**src/rtl/id_dispatch_buffer_pkg.sv**
```systemverilog
// -----------------------------------------------------------------------------
// id_dispatch_buffer_pkg
//   Shared constants for the decoded-instruction dispatch buffer: default
//   geometry, plus the field layout of the per-lane decoded payload. The
//   decoder bank and the dispatch stage both import this package so they agree
//   on where every field sits inside a PAYLOAD_W-wide lane.
// -----------------------------------------------------------------------------
package id_dispatch_buffer_pkg;

    // Default geometry
    localparam int IDB_LANES_DEF     = 2;
    localparam int IDB_DEPTH_DEF     = 4;
    localparam int IDB_PAYLOAD_W_DEF = 64;
    localparam int IDB_RS_ENT_W_DEF  = 3;

    // Payload field offsets / widths (LSB first inside one lane)
    localparam int IDB_IMM_TYPE_OFS   = 0;
    localparam int IDB_IMM_TYPE_W     = 3;
    localparam int IDB_REG_SEL_W      = 5;
    localparam int IDB_RS1_OFS        = 3;
    localparam int IDB_RS2_OFS        = 8;
    localparam int IDB_RD_OFS         = 13;
    localparam int IDB_SRC_A_SEL_OFS  = 18;
    localparam int IDB_SRC_A_SEL_W    = 2;
    localparam int IDB_SRC_B_SEL_OFS  = 20;
    localparam int IDB_SRC_B_SEL_W    = 2;
    localparam int IDB_ALU_OP_OFS     = 22;
    localparam int IDB_ALU_OP_W       = 5;
    localparam int IDB_MEM_TYPE_OFS   = 27;
    localparam int IDB_MEM_TYPE_W     = 4;
    localparam int IDB_MD_OP_OFS      = 31;
    localparam int IDB_MD_OP_W        = 3;
    localparam int IDB_MD_OUT_SEL_OFS = 34;
    localparam int IDB_MD_OUT_SEL_W   = 2;
    localparam int IDB_FIELDS_W       = 36;

    // Packed view of the used low bits of a lane payload (MSB field first)
    typedef struct packed {
        logic [IDB_MD_OUT_SEL_W-1:0] md_out_sel;
        logic [IDB_MD_OP_W-1:0]      md_op;
        logic [IDB_MEM_TYPE_W-1:0]   mem_type;
        logic [IDB_ALU_OP_W-1:0]     alu_op;
        logic [IDB_SRC_B_SEL_W-1:0]  src_b_sel;
        logic [IDB_SRC_A_SEL_W-1:0]  src_a_sel;
        logic [IDB_REG_SEL_W-1:0]    rd;
        logic [IDB_REG_SEL_W-1:0]    rs2;
        logic [IDB_REG_SEL_W-1:0]    rs1;
        logic [IDB_IMM_TYPE_W-1:0]   imm_type;
    } idb_fields_t;

    // Extract the decoded fields from the low bits of one lane payload
    function automatic idb_fields_t idb_unpack(input logic [IDB_FIELDS_W-1:0] lane);
        return idb_fields_t'(lane);
    endfunction

endpackage

```
**src/rtl/id_dispatch_buffer_ptr.sv**
```systemverilog
// -----------------------------------------------------------------------------
// id_buf_ptr
//   Read/write pointer pair for a power-of-two circular queue. Pointers carry
//   one extra wrap bit so full and empty are distinguishable without a
//   separate counter register. kill_i returns both pointers to zero and
//   overrides any concurrent push/pop.
// Ports
//   clk_i, reset_i    clock, asynchronous active-high reset
//   kill_i            flush: pointers -> 0 at the next edge
//   push_i, pop_i     advance write / read pointer (caller guarantees legality)
//   wr_idx_o/rd_idx_o storage index of tail / head
//   count_o           occupied entries (0..DEPTH)
//   full_o, empty_o   queue status
// -----------------------------------------------------------------------------
module id_buf_ptr #(
    parameter int DEPTH = 4
) (
    input  logic                     clk_i,
    input  logic                     reset_i,
    input  logic                     kill_i,
    input  logic                     push_i,
    input  logic                     pop_i,
    output logic [$clog2(DEPTH)-1:0] wr_idx_o,
    output logic [$clog2(DEPTH)-1:0] rd_idx_o,
    output logic [$clog2(DEPTH):0]   count_o,
    output logic                     full_o,
    output logic                     empty_o
);
    localparam int AW = $clog2(DEPTH);

    logic [AW:0] wr_q, wr_d;
    logic [AW:0] rd_q, rd_d;

    always_comb begin
        wr_d = wr_q + {{AW{1'b0}}, push_i};
        rd_d = rd_q + {{AW{1'b0}}, pop_i};
        if (kill_i) begin
            wr_d = '0;
            rd_d = '0;
        end
    end

    always_ff @(posedge clk_i or posedge reset_i) begin
        if (reset_i) begin
            wr_q <= '0;
            rd_q <= '0;
        end else begin
            wr_q <= wr_d;
            rd_q <= rd_d;
        end
    end

    assign wr_idx_o = wr_q[AW-1:0];
    assign rd_idx_o = rd_q[AW-1:0];
    // Modular difference of the extended pointers is the occupancy
    assign count_o  = wr_q - rd_q;
    assign empty_o  = (wr_q == rd_q);
    assign full_o   = (wr_q[AW] != rd_q[AW]) && (wr_q[AW-1:0] == rd_q[AW-1:0]);

endmodule

```
**src/rtl/id_dispatch_buffer.sv**
```systemverilog
// -----------------------------------------------------------------------------
// id_dispatch_buffer
//   LANES-wide decoded-instruction FIFO between the decoder bank and dispatch.
//   Decouples decode from dispatch stalls without dropping bundles. Bundles
//   whose lanes are all invalid complete the handshake but are not stored.
//   Invalid lanes are stored with their RS select forced to zero.
//   Optional build macro ID_DISPATCH_BYPASS_EN: when the buffer is empty and
//   dispatch is ready, an incoming bundle is passed straight through to out_*
//   in the same cycle without being written. Undefined: fixed one-cycle
//   latency and no combinational in->out path.
// Ports
//   clk_i, reset_i   clock, asynchronous active-high reset
//   kill_i           flush all entries
//   in_valid_i / in_ready_o               decoder-side handshake
//   in_inv_i, in_rs_ent_i, in_payload_i   bundle (lane 0 in LSBs)
//   out_valid_o / out_ready_i             dispatch-side handshake
//   out_lane_vld_o, out_rs_ent_o, out_payload_o   head bundle, zero when idle
//   count_o          occupied entries
// -----------------------------------------------------------------------------
module id_dispatch_buffer
    import id_dispatch_buffer_pkg::*;
#(
    parameter int LANES     = IDB_LANES_DEF,
    parameter int DEPTH     = IDB_DEPTH_DEF,
    parameter int PAYLOAD_W = IDB_PAYLOAD_W_DEF,
    parameter int RS_ENT_W  = IDB_RS_ENT_W_DEF
) (
    input  logic                         clk_i,
    input  logic                         reset_i,
    input  logic                         kill_i,
    input  logic                         in_valid_i,
    output logic                         in_ready_o,
    input  logic [LANES-1:0]             in_inv_i,
    input  logic [LANES*RS_ENT_W-1:0]    in_rs_ent_i,
    input  logic [LANES*PAYLOAD_W-1:0]   in_payload_i,
    output logic                         out_valid_o,
    input  logic                         out_ready_i,
    output logic [LANES-1:0]             out_lane_vld_o,
    output logic [LANES*RS_ENT_W-1:0]    out_rs_ent_o,
    output logic [LANES*PAYLOAD_W-1:0]   out_payload_o,
    output logic [$clog2(DEPTH):0]       count_o
);
    localparam int AW = $clog2(DEPTH);

    logic          full, empty;
    logic [AW-1:0] wr_idx, rd_idx;
    logic          any_lane;
    logic          bypass;
    logic          push, pop;

    logic [LANES*RS_ENT_W-1:0] in_rs_masked;

    logic [LANES-1:0]           vld_q [DEPTH];
    logic [LANES*RS_ENT_W-1:0]  rs_q  [DEPTH];
    logic [LANES*PAYLOAD_W-1:0] pl_q  [DEPTH];

    assign any_lane   = |(~in_inv_i);
    assign in_ready_o = ~full;

`ifdef ID_DISPATCH_BYPASS_EN
    // Empty and dispatch ready: the incoming bundle goes straight out
    assign bypass = empty & out_ready_i & ~kill_i;
`else
    assign bypass = 1'b0;
`endif

    // A bypassed bundle is consumed without touching storage or pointers
    assign push = in_valid_i & ~full & ~kill_i & any_lane & ~bypass;
    assign pop  = ~empty & out_ready_i & ~kill_i;

    always_comb begin
        in_rs_masked = in_rs_ent_i;
        for (int i = 0; i < LANES; i++) begin
            if (in_inv_i[i]) begin
                in_rs_masked[i*RS_ENT_W +: RS_ENT_W] = '0;
            end
        end
    end

    id_buf_ptr #(
        .DEPTH (DEPTH)
    ) u_ptr (
        .clk_i    (clk_i),
        .reset_i  (reset_i),
        .kill_i   (kill_i),
        .push_i   (push),
        .pop_i    (pop),
        .wr_idx_o (wr_idx),
        .rd_idx_o (rd_idx),
        .count_o  (count_o),
        .full_o   (full),
        .empty_o  (empty)
    );

    // Storage is data-only: stale contents are harmless because every
    // output is gated by the pointer state.
    always_ff @(posedge clk_i) begin
        if (push) begin
            vld_q[wr_idx] <= ~in_inv_i;
            rs_q[wr_idx]  <= in_rs_masked;
            pl_q[wr_idx]  <= in_payload_i;
        end
    end

    always_comb begin
        out_valid_o    = 1'b0;
        out_lane_vld_o = '0;
        out_rs_ent_o   = '0;
        out_payload_o  = '0;
        if (!empty) begin
            out_valid_o    = 1'b1;
            out_lane_vld_o = vld_q[rd_idx];
            out_rs_ent_o   = rs_q[rd_idx];
            out_payload_o  = pl_q[rd_idx];
        end else if (bypass && in_valid_i && any_lane) begin
            out_valid_o    = 1'b1;
            out_lane_vld_o = ~in_inv_i;
            out_rs_ent_o   = in_rs_masked;
            out_payload_o  = in_payload_i;
        end
    end

endmodule

```
**config.mk**
```make
export PLATFORM = sky130hd
export DESIGN_NAME = id_dispatch_buffer
export DESIGN_NICKNAME = d
export VERILOG_FILES = /design/src/rtl/id_dispatch_buffer_pkg.sv /design/src/rtl/id_dispatch_buffer_ptr.sv /design/src/rtl/id_dispatch_buffer.sv
export SDC_FILE = /design/constraint.sdc
export NUM_CORES = 1
export LEC_CHECK = 0
export ABC_AREA = 1
export CORE_UTILIZATION = 55
export DETAILED_ROUTE_END_ITERATION = 10
export DONT_BUFFER_PORTS = 1
export GPL_TIMING_DRIVEN = 0
export MAX_ROUTING_LAYER = met4
export PLACE_DENSITY = 0.73
export REMOVE_ABC_BUFFERS = 1
export SLEW_MARGIN = 25
export SYNTH_ARGS = -nofsm -noshare
export SYNTH_HDL_FRONTEND = slang
export SYNTH_SLANG_ARGS = --single-unit
```
**constraint.sdc**
```tcl
create_clock -name clk_i -period 18 [get_ports clk_i]
set_clock_uncertainty 0.1 [all_clocks]
set_input_delay 0 -clock clk_i [delete_from_list [all_inputs] [get_ports clk_i]]
set_output_delay 0 -clock clk_i [all_outputs]
set_load 0.005 [all_outputs]
```
-- Yosys cells after proc, flatten, opt, wreduce, memory -nomap -nowiden
Memories as Yosys holds them, arrays and structs flattened.
Index checks and enable logic that the tools add are counted.
- multiply operators: 0
- shifts and indexed selects: 0
- add/subtract/negate cells: 3
- reduce and logical (&&, ||, !) cells: 2
- mux-type cells: 10
- equal/unequal tests: 3
- bitwise gates (word level): 9
- div/mod/pow operators: 0
- magnitude comparators: 0
- operators with widths (kind ; count):
    128-bit 2-to-1 mux ; 1
    3-bit 2-to-1 mux ; 4
    3-bit by 1-bit adder with 3-bit output ; 2
    6-bit 2-to-1 mux ; 1
    1-bit bitwise AND ; 5
    3-bit == test ; 1
    1-bit 2-to-1 mux ; 3
    1-bit inverter ; 3
    3-bit subtractor ; 1
    2-bit == test ; 1
    2-bit 2-to-1 mux ; 1
    2-bit inverter ; 1
    2-bit OR reduction ; 1
    1-bit logical AND ; 1
    1-bit != test ; 1
- bits in writable memories: 544
- bits in latches: 0
- bits in read-only memories: 0
- memories: 3
- register bits: 6
- memory list (memory ; words ; width ; rd ports ; clocked after Yosys merged registers in ; wr ports ; RTL line ; text):
    pl_q ; 4 ; 128 ; 1 ; 0 ; 1 ; id_dispatch_buffer.sv:55 ; logic [LANES*PAYLOAD_W-1:0] pl_q [DEPTH];
    rs_q ; 4 ; 6 ; 1 ; 0 ; 1 ; id_dispatch_buffer.sv:54 ; logic [LANES*RS_ENT_W-1:0] rs_q [DEPTH];
    vld_q ; 4 ; 2 ; 1 ; 0 ; 1 ; id_dispatch_buffer.sv:53 ; logic [LANES-1:0] vld_q [DEPTH];

-- Depth between registers and ports, before layout
- word-level depth: 8
- gate-level depth with buffers: 13
- depth with buffers taken out: 11

-- By module
From an unflattened synthesis, not the netlist that was laid out.
- cells, all modules: 2223
- area, all modules: 23465.0 um^2
- by module, submodules not included (module ; cells an instance ; area each (um^2) ; times used ; seq. area each (um^2)):
    id_dispatch_buffer ; 2174 ; 23052.1 ; 1 ; 16335.7
    id_buf_ptr ; 49 ; 412.9 ; 1 ; 150.1

-- Worst setup path before layout
OpenSTA, ideal clock, no wires.
- path kind: register to register
- start: reg u_ptr.rd_q[1]
- end: mem pl_q[0][0] (netlist bit), enable pin
- arrival: 7045 ps
- cell stages (with the launch flop): 10
- path slack: 10222 ps
- data required time: 17267 ps
- path through: dfrtp_1 inv_1 buf_2 buf_2 ha_1 nand2_1 inv_1 nand2_1 nand2_1 nor2_1
- word-level cells in the longest chain between the ends: 8
- RTL lines (what ; RTL line ; text):
    start, declared ; id_dispatch_buffer_ptr.sv:32 ; logic [AW:0] rd_q, rd_d;
    start signal, assigned ; id_dispatch_buffer_ptr.sv:49 ; rd_q <= rd_d;
    2-bit == test ; id_dispatch_buffer_ptr.sv:58 ; assign full_o = (wr_q[AW] != rd_q[AW]) && (wr_q[AW-1:0] == rd_q[AW-1:0]);
    1-bit logical AND ; id_dispatch_buffer_ptr.sv:58 ;
    1-bit inverter ; n/a ;
    net in_ready_o ; id_dispatch_buffer.sv:32 ; output logic in_ready_o,
    1-bit bitwise AND (3 in a row) ; id_dispatch_buffer.sv:68 ; assign push = in_valid_i & ~full & ~kill_i & any_lane & ~bypass;
    1-bit 2-to-1 mux ; id_dispatch_buffer.sv:98 ; if (push) begin
    1-bit 2-to-1 mux (implied by the code) ; id_dispatch_buffer.sv:101 ; pl_q[wr_idx] <= in_payload_i;
    end, declared ; id_dispatch_buffer.sv:55 ;
The timed path passes the listed nets, and every way through them passes these cells.

-- Worst setup path after layout
- start: reg u_ptr.rd_q[1]
- end: mem pl_q[0][50] (netlist bit), enable pin
Same word-level chain as after synthesis.

==> results.ini <==
[status]
status=finished clean

[cts]
cts_buffers=54
cts_setup_buffers=0
cts.sinks=550
h-tree-depth=2
cts_hold_buf=177
cts_resized=0
clk_pin_slew_worst_paths_ps=60
clockBufferDepth=3
clock_latency_ps=600
cts-root-buf=clkbuf_16
cts_tree=built

[setup_path]
crit_path_start_kind=flop
worstPathRequired_ps=18190
cp.arrival_ps=4100
crit_type=reg2reg
cp_max_fo=50
crit_path_end_kind=flop

[pwr]
ir_worst_vdd_uv=109
p_int_mw=2.15
p_per_area_nw_per_um2=96.9
p_leak_nw=12.2
p_switching_uw=597
switching_share_pct=21.7
clock_power_share_pct=40.1
comb_power_share_pct=7.6
seq_power_share_pct=52.3

[sta]
fin_crit_ps=3910
slew_violations=0
max_slew_margin_pct=52.0
tightest_slew_ps=718
finalSetupViolCount=0
max_freq_mhz=256
finalCritPeriodShare_pct=21.7
holdWs_ps=16.8
rsz0062_at_grt=no
tns_ps=0
timing.final.ws_setup_ps=14090
finalHoldViolations=0

[global_routing]
grt-ovfl-total=0
antenna_found_initial=1
grt_pass1_wl_um=86100
grt_max_degree=107
grt_util_all_layers_pct=26.5
grt_pass1_vias=16300

[floorplanning]
row_count=75
dieArea_um2=43400
dieHeight_um=208
io_pins=282
core_area_um2=41900
die_x_um=208
start_util_pct=55.9

[synthesis]
syn_inst=2217
synth_cell_type_count=18
synthesis.area_um2=23400
ys_ff_latch=550
seq_area_frac_synth_pct=70.4
synth_largest_area_cell=edfxtp_1
synthTopCellsByArea=edfxtp_1, inv_1, nand2_1, nand3_1, a21oi_1
syn_area_per_cell_um2=10.6
yosys.area.top_type_share_pct=69.7
yosysWarnings=0

[cells_and_area]
area_growth_pct=21.1
final_cells=2972
final_design_area_no_fill_um2=28400
drive_above_1_share_pct=5.35
n_fill_cell=2757
layout.nets=2541

[route]
ant_nets=0
wire_per_inst_um=18.7
wl_um=55500
viasPerCell=5.31
drc_errors=0
dr.pass1.iters=8
drt-initial-drc-count=1274
vias=15800

[placement]
place_area_um2=24900
gp_congestion=0.757
port_buffers=0
hpwl_um=31700
place_ws_ps=14240
place_inst=2699

[flow_run]
maxCapViolations=0

[hold_path]
min_path_type=in2reg

==> registers in the layout (all words and copies together) (netlist names) <==
name	flops
pl_q	512
rs_q	24
u_ptr.rd_q	3
u_ptr.wr_q	3
vld_q	8
==> worst paths after layout <==
kind                                  to             from  depth (start not counted)  slack (ps)
setup / recovery             pl_q[0][50]    u_ptr.rd_q[1]                         12       14090
hold / removal                pl_q[1][7]  in_payload_i[7]                          1          20
setup reg to reg             pl_q[0][50]    u_ptr.rd_q[1]                         12       14090
hold reg to reg            u_ptr.wr_q[2]    u_ptr.wr_q[2]                          1         450
max in group asynchronous  u_ptr.rd_q[0]          reset_i                          3       17210
min in group asynchronous  u_ptr.wr_q[1]          reset_i                          3         320
==> synthesized netlist by cell type <==
| cell | instances |
|---|---|
| a21oi_1 | 139 |
| o21ai_0 | 2 |
| nor2_2 | 1 |
| nand2_1 | 556 |
| buf_6 | 1 |
| inv_2 | 1 |
| buf_1 | 6 |
| buf_2 | 66 |
| fa_1 | 1 |
| xor2_1 | 1 |
| dfrtp_1 | 6 |
| clkbuf_1 | 30 |
| buf_4 | 2 |
| nor2_1 | 15 |
| edfxtp_1 | 544 |
| inv_1 | 568 |
| ha_1 | 6 |
| nand3_1 | 272 |
==> critical path, cell delays in order, from the launching register on <==
cell and delay (ps):
dfrtp_4 610, buf_16 250, inv_8 320, ha_1 310, nand2_1 140, inv_1 80, nand2_1 110, nand2_1 280
nor2_4 530, buf_16 220, buf_16 180, buf_12 190, buf_16 190
==> logic make-up after synthesis <==
family                     Yosys count  share of synthesized area, %
and+or+nand+nor                    844                          15.0
buffers and inverters              674                          11.2
DFF                                550                          70.4
AOI/OAI and AO/OA                  141                          3.01
adders and majority gates            7                         0.406
xor gates and xnor gates             1                        0.0374
==> final cells by class <==
class	count	area, µm²	share of cell area, %
diodes	1	2.50	0.00882
multi-input cells	993	4360	15.3
clock buffers	71	1480	5.21
inverters	569	2150	7.58
clock inverters	24	240	0.846
well taps	539	674	2.38
flip-flops and latches	550	16500	58.1
repair buffers	225	2990	10.5
==> cell usage in the layout (no fill, tap or decap) <==
cell / netlist / routed
buf_16: 0 / 35
buf_12: 0 / 12
inv_8: 0 / 2
dfrtp_4: 0 / 2
buf_8: 0 / 1
clkinv_2: 0 / 9
clkinv_1: 0 / 8
fa_1: 1 / 1
dlygate4sd3_1: 0 / 177
o21ai_0: 2 / 2
nor2_1: 15 / 11
nand2_1: 556 / 556
ha_1: 6 / 6
a21oi_1: 139 / 139
bufinv_16: 0 / 5
inv_1: 568 / 567
clkinvlp_4: 0 / 2
clkbuf_16: 0 / 57
edfxtp_1: 544 / 544
diode_2: 0 / 1
clkbuf_1: 30 / 14
xor2_1: 1 / 1
dfrtp_1: 6 / 4
nor2_4: 0 / 5
nand3_1: 272 / 272
==> per-layer routing <==
layer	wire length [µm]	vias up	track usage [%]
met5	0	-	-
met4	1510	0	10.8
met3	4460	127	5.15
met2	28300	703	44.7
met1	21300	7592	31.3
li1	-	7369	-
==> stage by stage <==
stage / utilization [%] / total power, mW
6_report: 67.7 / 2.75
5_1_grt: 67.7 / 2.83
4_1_cts: 67.7 / 2.75
3_5_place_dp: 59.3 / 1.63
3_3_place_gp: 56.3 / 1.62
2_1_floorplan: - / 1.57
==> power by group through the flow <==
stage	sequential [mW]	combinational, mW	clock (mW)
finish	1.44	0.208	1.10
global route	1.44	0.225	1.16
CTS	1.44	0.204	1.11
detailed placement	1.47	0.160	0
global placement	1.48	0.141	0
floorplan	1.47	0.0948	0
(Power assumes the default switching activity.)
